[src/rtl/pulse_bpm_if.sv]
// Control and result bundle of the heartbeat counter: enable/clear/sensor in,
// beat LED pulse and BCD snapshot out.
interface pulse_bpm_if;
   logic       en;
   logic       clr;
   logic       sensor_in;
   logic       beat;
   logic       iden;
   logic [3:0] ones;
   logic [3:0] tens;
   logic [3:0] hundreds;
   logic       ovf;

   modport master (
      output en, clr, sensor_in,
      input  beat, iden, ones, tens, hundreds, ovf
   );

   modport slave (
      input  en, clr, sensor_in,
      output beat, iden, ones, tens, hundreds, ovf
   );
endinterface

[src/rtl/pulse_bpm_counter.sv]
// Heartbeat counter: synchronises the sensor pulse, applies a refractory lockout,
// counts beats in BCD per window and strobes a 3-digit snapshot at each window end.
module pulse_bpm_counter #(
   parameter int unsigned CLK_HZ         = 100_000_000,
   parameter int unsigned WINDOW_S       = 60,
   parameter int unsigned LOCKOUT_CYCLES = 25_000_000
) (
   input logic        clk,
   input logic        rst,
   pulse_bpm_if.slave bus
);

   localparam int unsigned PRE_W  = (CLK_HZ > 1)         ? $clog2(CLK_HZ)         : 1;
   localparam int unsigned SEC_W  = (WINDOW_S > 1)       ? $clog2(WINDOW_S)       : 1;
   localparam int unsigned LOCK_W = (LOCKOUT_CYCLES > 1) ? $clog2(LOCKOUT_CYCLES) : 1;
   localparam int unsigned DIG_W  = 4;
   localparam int unsigned NDIG   = 3;

   localparam logic [PRE_W-1:0]  PRE_LAST  = PRE_W'(CLK_HZ - 1);
   localparam logic [SEC_W-1:0]  SEC_LAST  = SEC_W'(WINDOW_S - 1);
   localparam logic [LOCK_W-1:0] LOCK_LAST = LOCK_W'(LOCKOUT_CYCLES - 1);
   localparam logic [DIG_W-1:0]  NINE      = DIG_W'(9);

   typedef enum logic {
      ARMED   = 1'b0,
      LOCKOUT = 1'b1
   } state_e;

   // Sensor conditioning
   logic sync1_q, sync2_q, prev_q;
   logic rise_c;

   // Beat FSM
   state_e            state_q, state_d;
   logic [LOCK_W-1:0] lock_q, lock_d;
   logic              accept_c;

   // Window timing
   logic [PRE_W-1:0] pre_q, pre_d;
   logic [SEC_W-1:0] sec_q, sec_d;
   logic             win_end_c;
   logic             snap_c;

   // Accumulator and snapshot
   logic [NDIG-1:0][DIG_W-1:0] acc_q, acc_d, acc_inc_c;
   logic                       sat_q, sat_d, sat_inc_c;
   logic                       count_c;
   logic [NDIG-1:0][DIG_W-1:0] snap_q, snap_d;
   logic                       ovf_q, ovf_d;
   logic                       iden_q, iden_d;
   logic                       beat_q, beat_d;

   assign rise_c = sync2_q & ~prev_q;

   // Beat FSM: next state, lockout counter and beat acceptance
   always_comb begin
      state_d  = state_q;
      lock_d   = lock_q;
      accept_c = 1'b0;
      if (!bus.en) begin
         state_d = ARMED;
         lock_d  = '0;
      end else begin
         unique case (state_q)
            ARMED: begin
               if (rise_c) begin
                  accept_c = 1'b1;
                  lock_d   = '0;
                  state_d  = LOCKOUT;
               end
            end
            LOCKOUT: begin
               if (lock_q == LOCK_LAST) begin
                  state_d = ARMED;
               end else begin
                  lock_d = lock_q + LOCK_W'(1);
               end
            end
            default: state_d = ARMED;
         endcase
      end
      if (bus.clr) begin
         state_d = ARMED;
      end
   end

   // Prescaler and second counter; window ends on the last tick of the last second
   always_comb begin
      pre_d     = pre_q;
      sec_d     = sec_q;
      win_end_c = bus.en && (pre_q == PRE_LAST) && (sec_q == SEC_LAST);
      if (bus.clr) begin
         pre_d = '0;
         sec_d = '0;
      end else if (bus.en) begin
         if (pre_q == PRE_LAST) begin
            pre_d = '0;
            sec_d = (sec_q == SEC_LAST) ? '0 : sec_q + SEC_W'(1);
         end else begin
            pre_d = pre_q + PRE_W'(1);
         end
      end
   end

   // BCD ripple increment with saturation at 999; a beat coincident with clr is not counted
   always_comb begin
      acc_inc_c = acc_q;
      sat_inc_c = sat_q;
      count_c   = accept_c & ~bus.clr;
      if (count_c) begin
         if ((acc_q[0] == NINE) && (acc_q[1] == NINE) && (acc_q[2] == NINE)) begin
            sat_inc_c = 1'b1;
         end else if (acc_q[0] != NINE) begin
            acc_inc_c[0] = acc_q[0] + DIG_W'(1);
         end else if (acc_q[1] != NINE) begin
            acc_inc_c[0] = '0;
            acc_inc_c[1] = acc_q[1] + DIG_W'(1);
         end else begin
            acc_inc_c[0] = '0;
            acc_inc_c[1] = '0;
            acc_inc_c[2] = acc_q[2] + DIG_W'(1);
         end
      end
   end

   // Snapshot includes a beat accepted on the window-end cycle; clr suppresses it
   always_comb begin
      snap_c = win_end_c & ~bus.clr;
      snap_d = snap_q;
      ovf_d  = ovf_q;
      iden_d = snap_c;
      beat_d = accept_c;
      acc_d  = acc_inc_c;
      sat_d  = sat_inc_c;
      if (snap_c) begin
         snap_d = acc_inc_c;
         ovf_d  = sat_inc_c;
      end
      if (bus.clr || win_end_c) begin
         acc_d = '0;
         sat_d = 1'b0;
      end
   end

   always_ff @(posedge clk or posedge rst) begin
      if (rst) begin
         sync1_q <= 1'b0;
         sync2_q <= 1'b0;
         prev_q  <= 1'b0;
         state_q <= ARMED;
         lock_q  <= '0;
         pre_q   <= '0;
         sec_q   <= '0;
         acc_q   <= '0;
         sat_q   <= 1'b0;
         snap_q  <= '0;
         ovf_q   <= 1'b0;
         iden_q  <= 1'b0;
         beat_q  <= 1'b0;
      end else begin
         sync1_q <= bus.sensor_in;
         sync2_q <= sync1_q;
         prev_q  <= sync2_q;
         state_q <= state_d;
         lock_q  <= lock_d;
         pre_q   <= pre_d;
         sec_q   <= sec_d;
         acc_q   <= acc_d;
         sat_q   <= sat_d;
         snap_q  <= snap_d;
         ovf_q   <= ovf_d;
         iden_q  <= iden_d;
         beat_q  <= beat_d;
      end
   end

   assign bus.beat     = beat_q;
   assign bus.iden     = iden_q;
   assign bus.ones     = snap_q[0];
   assign bus.tens     = snap_q[1];
   assign bus.hundreds = snap_q[2];
   assign bus.ovf      = ovf_q;

endmodule

[src/flat_wrapper.sv]
// flat-port wrapper written by rule: the top's interface ports become plain ports
module pulse_bpm_counter_flat 
#(
   parameter int unsigned CLK_HZ         = 100_000_000,
   parameter int unsigned WINDOW_S       = 60,
   parameter int unsigned LOCKOUT_CYCLES = 25_000_000
)
  (clk, rst, bus_en, bus_clr, bus_sensor_in, bus_beat, bus_iden, bus_ones, bus_tens, bus_hundreds, bus_ovf);
  pulse_bpm_if bus_i ();
  input logic clk;
  input logic rst;
  input wire logic [$bits(bus_i.en)-1:0] bus_en;
  input wire logic [$bits(bus_i.clr)-1:0] bus_clr;
  input wire logic [$bits(bus_i.sensor_in)-1:0] bus_sensor_in;
  output wire logic [$bits(bus_i.beat)-1:0] bus_beat;
  output wire logic [$bits(bus_i.iden)-1:0] bus_iden;
  output wire logic [$bits(bus_i.ones)-1:0] bus_ones;
  output wire logic [$bits(bus_i.tens)-1:0] bus_tens;
  output wire logic [$bits(bus_i.hundreds)-1:0] bus_hundreds;
  output wire logic [$bits(bus_i.ovf)-1:0] bus_ovf;
  assign bus_i.en = bus_en;
  assign bus_i.clr = bus_clr;
  assign bus_i.sensor_in = bus_sensor_in;
  assign bus_beat = bus_i.beat;
  assign bus_iden = bus_i.iden;
  assign bus_ones = bus_i.ones;
  assign bus_tens = bus_i.tens;
  assign bus_hundreds = bus_i.hundreds;
  assign bus_ovf = bus_i.ovf;
  pulse_bpm_counter #(.CLK_HZ(CLK_HZ), .WINDOW_S(WINDOW_S), .LOCKOUT_CYCLES(LOCKOUT_CYCLES)) u_core (.clk(clk), .rst(rst), .bus(bus_i));
endmodule
[config.mk]
export PLATFORM = sky130hd
export DESIGN_NAME = pulse_bpm_counter_flat
export DESIGN_NICKNAME = d
export VERILOG_FILES = /design/src/rtl/pulse_bpm_if.sv /design/src/rtl/pulse_bpm_counter.sv /design/src/flat_wrapper.sv
export SDC_FILE = /design/constraint.sdc
export NUM_CORES = 1
export LEC_CHECK = 0
export BUFFER_PORTS_ARGS = -buffer_cell sky130_fd_sc_hd__buf_2
export CAP_MARGIN = 40
export CORE_ASPECT_RATIO = 0.8
export CORE_MARGIN = 2
export CORE_UTILIZATION = 60
export DETAILED_ROUTE_END_ITERATION = 8
export PLACE_DENSITY = 0.78
export SLEW_MARGIN = 20
export SYNTH_ARGS = -nofsm -noshare
export SYNTH_HDL_FRONTEND = slang
export SYNTH_SLANG_ARGS = --single-unit
[constraint.sdc]
create_clock -name clk -period 6.8 [get_ports clk]
set_clock_uncertainty 0.15 [all_clocks]
set_input_delay 0.34 -clock clk [delete_from_list [all_inputs] [get_ports clk]]
set_output_delay 0.34 -clock clk [all_outputs]
set_load 0.005 [all_outputs]
# Word level (Yosys, flattened, before mapping)
# Cells that the tools add are included.
# classes
muxes	28
bitwise_logic	6
reduce_logical	9
mul	0
n_addsub	6
div_mod_pow	0
n_shift	0
magnitude_cmp	0
n_eq_ne	10
# ops
op	n
$mux W27	3
$mux W25	3
$pmux W25 S2	1
$mux W12	3
$add A27 B1 Y27 const B	1
$eq A27 B27 Y1 const B	1
$add A25 B1 Y25 const B	1
$eq A25 B25 Y1 const B	1
$mux W6	4
$mux W8	2
$add A4 B1 Y4 const B	3
$eq A4 B4 Y1 const B	3
$mux W1	9
$mux W4	2
$ne A4 B4 Y1 const B	2
$add A6 B1 Y6 const B	1
$eq A6 B6 Y1 const B	1
$logic_and A1 B1 Y1	4
$reduce_and A2 Y1	2
$reduce_bool A2 Y1	2
$and A1 B1 Y1	3
$ne A3 B2 Y1 const B	1
$ne A3 B3 Y1 const B	1
$not A1 Y1	3
other kinds (2)	2
# word_totals
n_memories	0
in_bits	5
ramBits	0
latchBits	0
register_bits	90
wordCells	76
romBits	0

# Longest topological paths before layout
# depth
ltp_word	8
depth_mapped	8
depth_no_buf	7

# Worst setup path after synthesis
# OpenSTA, ideal clock, no wires.
# synth_timing
kind	register to register
start	register u_core.pre_q[11]
end	register u_core.snap_q (netlist bit u_core.bus.hundreds[3])
arrival_ps	2047
slack_ps	4478
required_time_ps	6525
stages_incl_launch_ff	7
setup_ps	125
path_cell_list	dfrtp_1 > nor4_2 > nand4_2 > or3_4 > nor3_4 > buf_6 > mux2_4
# synth_via
elab_chain_cells	4
# synth_lines
item	line_no	rtl
start: declaration	pulse_bpm_counter.sv:39	logic [PRE_W-1:0] pre_q, pre_d;
start signal: assignment	pulse_bpm_counter.sv:166	pre_q <= pre_d;
$eq A27 B27 Y1	pulse_bpm_counter.sv:91	win_end_c = bus.en && (pre_q == PRE_LAST) && (sec_q == SEC_LAST);
$logic_and A1 B1 Y1 (2 in a row)	pulse_bpm_counter.sv:91	
$and A1 B1 Y1	pulse_bpm_counter.sv:128	snap_c = win_end_c & ~bus.clr;
via u_core.iden_d	pulse_bpm_counter.sv:50	logic iden_q, iden_d;
end signal: assignment	pulse_bpm_counter.sv:170	snap_q <= snap_d;
end: declaration	pulse_bpm_counter.sv:48	logic [NDIG-1:0][DIG_W-1:0] snap_q, snap_d;
# The timed path passes the listed nets, and every way through them passes these cells.
# A chain may end at the register's enable or synchronous reset.

# Worst setup path after layout
# layout_timing
start	register u_core.pre_q[14]
end	register u_core.ovf_q, in the netlist u_core.bus.ovf
# layout_via
elab_chain_cells	4
# layout_lines
item	line_no	rtl
$eq A27 B27 Y1	pulse_bpm_counter.sv:91	
$logic_and A1 B1 Y1 (2 in a row)	pulse_bpm_counter.sv:91	
$and A1 B1 Y1	pulse_bpm_counter.sv:128	
end signal: assignment	pulse_bpm_counter.sv:171	ovf_q <= ovf_d;
end: declaration	pulse_bpm_counter.sv:49	logic ovf_q, ovf_d;
# No other way between the ends.

==> impl_metrics.csv <==
group,metric,value,unit
layout,fillers,620,
layout,ff_latch_area,2250,um^2
pwr,p_int,0.000790,W
clock_tree,cts_tree,"done",
floorplan,die_h,84.3,um
synth,synth_warnings,0,
synth,yosys.area.top_type,"dfrtp_1",
routing,drc_errors,0,
layout,syn2layout_area_growth,8.71,%
timing,finalCriticalPeriod,2.84,ns
grt,grt_max_degree,68,
critical_path,required,6.92,ns
timing,post-route-period-util,41.8,%
critical_path,regToRegStartpoint,"u_core.pre_q[14]",
routing,ant_nets,0,
pwr,power_density,193,nW/um^2
critical_path,critPathMaxFanout,14,
layout,multiInputGateArea,2400,um^2
synth,synth_edf_count,0,
layout,antennaDiodeCount,0,
clock_tree,post-cts-setup-buffers,0,
critical_path,arrival,2.96,ns
pwr,leakage,2.28,nW
placed_design,gp_congestion,0.886,
timing,drv_slew,0,
placed_design,dp_hpwl,6.69,mm
pwr,ir_worst_vdd,0.185,mV
clock_tree,ctsRootBufferMaster,"clkbuf_8",
clock_tree,cts_resized,0,
synth,yosysTopAreaCellShare,46.5,%
timing,fmax,352,MHz
routing,avgViaCountPerCell,6.12,
timing,fin_setup_tns,0,ns
pwr,comb_power_share,4.5,%
timing,slew_headroom,40.8,%
routing,wire_per_inst,16.0,um
clock_tree,numCtsBuffers,9,
layout,stdcell_area,5260,um^2
timing,tightest_slew,0.880,ns
synth,synthDistinctLibCells,71,
min_path,worstHoldPathType,"in -> reg",
synth,async_reset_ff_share,100,%
layout,post-route-util,66.8,%
grt,grt_pass1_vias,3468,
synth,netlist_top_cells_count,"dfrtp_1, nor2_1, nand2_1, nand3_1, inv_1",
floorplan,io_pins,20,
critical_path,crit_start,"u_core.pre_q[14]",
min_path,min-delay-start,"bus_clr",
routing,routed_wl,9.89,mm
grt,antenna_found_initial,0,
status,status,"complete, no violations",
run,maxCapViolCount,0,
grt,grt_pass1_wl,16.7,mm
floorplan,core,7870,um^2
synth,ys.flop_type,"dfrtp_1",
synth,synth_most_common_cell,"dfrtp_1",
pwr,p_sw,0.000227,W
placed_design,portBuffers,19,
synth,syn_area,4840,um^2
floorplan,initial_core_util,61.5,%
clock_tree,htree_levels,3,
floorplan,rows,29,
timing,rsz0062_at_grt,"false",
clock_tree,clock_latency,0.38,ns
routing,num_vias,3791,
grt,overflow,0,
synth,synth.net_count,500,
pwr,clock_power_share,42.0,%
pwr,sequentialPowerShare,53.5,%
floorplan,die_area,8800,um^2
layout,drive_gt1_share,13.5,%
critical_path,critPathLaunchType,"flip-flop",
synth,synth-seq-cells,90,
synth,syn_inst,488,
clock_tree,cts.sinks,90,
grt,grt_use_total,23.6,%
timing,hold_viol,0,
critical_path,crit_path_end_kind,"flip-flop",
routing,drt_iter0_drc,227,
floorplan,fp.dieW,104,um
clock_tree,path_clk_slew,0.09,ns
pwr,p_sw_share,22.3,%
timing,finalSetupViolations,0,
layout,fin_nets,518,
routing,first_pass_iters,4,
clock_tree,clk_path_buf_depth,2,
synth,avgSynthCellArea,9.92,um^2
synth,synth_area_leaders,"dfrtp_1, nor2_1, mux2i_1, nand3_1, nand2_1",
placed_design,place_area,4980,um^2
synth,ys_seq_area_share,46.5,%
critical_path,crit_type,"reg -> reg",
==> final cells by class <==
cell class	instances	area share (%)
Inverter	20	1.45
Timing Repair Buffer	26	3.09
Clock buffer	12	3.14
Multi-Input combinational cell	359	45.6
Tap cell	108	2.57
Sequential cell	90	42.8
Clock inverter	4	1.38
==> metal layers <==
| metal | routed length [um] | global-route usage [%] | share of wire [%] |
|---|---|---|---|
| met2 | 4560 | 35.8 | 46 |
| met5 | 0 | 0 | 0 |
| met3 | 545 | 6.75 | 5.5 |
| met4 | 142 | 6.76 | 1.4 |
| met1 | 4650 | 33.3 | 47 |
==> worst paths after layout <==
| path | endpoint | slack (ns) | cells after the start |
|---|---|---|---|
| max | u_core.bus.ovf | 3.96 | 5 |
| min | u_core.sec_q[4] | 0.12 | 2 |
| max reg2reg | u_core.bus.ovf | 3.96 | 5 |
| min reg2reg | u_core.sync2_q | 0.21 | 0 |
| max in group asynchronous | u_core.lock_q[15] | 5.22 | 5 |
| min in group asynchronous | u_core.pre_q[13] | 0.34 | 3 |
==> cell families (layout without fill, tap and decap cells) <==
kind of cell / after synthesis / after routing / share of synthesized area, %
simple gates: 224 / 224 / 25.9
compound gates: 79 / 79 / 11.9
fa+ha+maj: 7 / 7 / 1.81
flops: 90 / 90 / 46.5
buf+inv: 39 / 62 / 3.93
xor+xnor: 26 / 26 / 4.71
mux: 23 / 23 / 5.20
==> what timing repair did <==
action / CTS / global route
endpoints found under the hold margin: 24 / 0
hold buffers: 2 / 0
endpoints found under the setup margin: 0 / 0
==> flip-flops by register name, summed over array words and instances (netlist names) <==
| name | count |
|---|---|
| u_core.state_q | 1 |
| u_core.sec_q | 6 |
| u_core.bus.ones | 4 |
| u_core.prev_q | 1 |
| u_core.lock_q | 25 |
| u_core.acc_q | 12 |
| u_core.bus.iden | 1 |
| u_core.bus.beat | 1 |
| u_core.pre_q | 27 |
| u_core.bus.tens | 4 |
| u_core.bus.hundreds | 4 |
| u_core.sync2_q | 1 |
| u_core.bus.ovf | 1 |
| u_core.sat_q | 1 |
| u_core.sync1_q | 1 |
==> placed cells by master, fill, tap and decap left out, drive strengths merged, types with 3 or more instances in the layout <==
cell type  netlist  layout
xor2            11      11
o21bai           3       3
and4             5       5
clkbuf           7      13
inv             20      19
nor3b            4       4
mux2             8       8
o211ai           3       3
a22o             5       5
xnor2           15      15
nor4            13      13
o21ai           12      12
or3b             3       3
nand3b           3       3
dfrtp           90      90
buf             12      23
nor3            14      14
a21oi           12      12
or3              7       7
nand3           30      30
a221o            4       4
ha               7       7
nand2           37      37
a32oi            3       3
nand4           20      20
or4b             3       3
and2             3       3
mux2i           15      15
nor2            53      53
o31ai            5       5
and3            10      10
a21o             7       7
a22oi            5       5
nor2b            9       9
==> worst max-delay path: stages, from the launching register on <==
cell and delay [ns]:
dfrtp_1 0.50, and4_1 0.27, nand4_1 0.25, or3_4 0.43
nor3_4 0.70, mux2_2 0.42
==> power by group through the flow <==
| stage | clock network, W | logic, W | registers (W) |
|---|---|---|---|
| 2_1_floorplan | 0 | 0.0000327 | 0.000554 |
| 3_3_place_gp | 0 | 0.0000434 | 0.000554 |
| 3_5_place_dp | 0 | 0.0000443 | 0.000555 |
| 4_1_cts | 0.000434 | 0.0000454 | 0.000544 |
| 5_1_grt | 0.000457 | 0.0000523 | 0.000545 |
| 6_report | 0.000427 | 0.0000461 | 0.000544 |
==> metrics by stage <==
| stage | std cells | worst slack [ns] | power (W) | hold WS [ns] |
|---|---|---|---|---|
| floorplan | 488 | 3.97 | 0.000587 | 0.181 |
| global placement | 599 | 4.08 | 0.000598 | 0.191 |
| CTS | 617 | 3.95 | 0.00102 | 0.122 |
| detailed placement | 599 | 3.99 | 0.000599 | 0.190 |
| finish | 619 | 3.96 | 0.00102 | 0.123 |
| global route | 619 | 3.85 | 0.00105 | 0.136 |
Power figures use the tool's default switching activity.
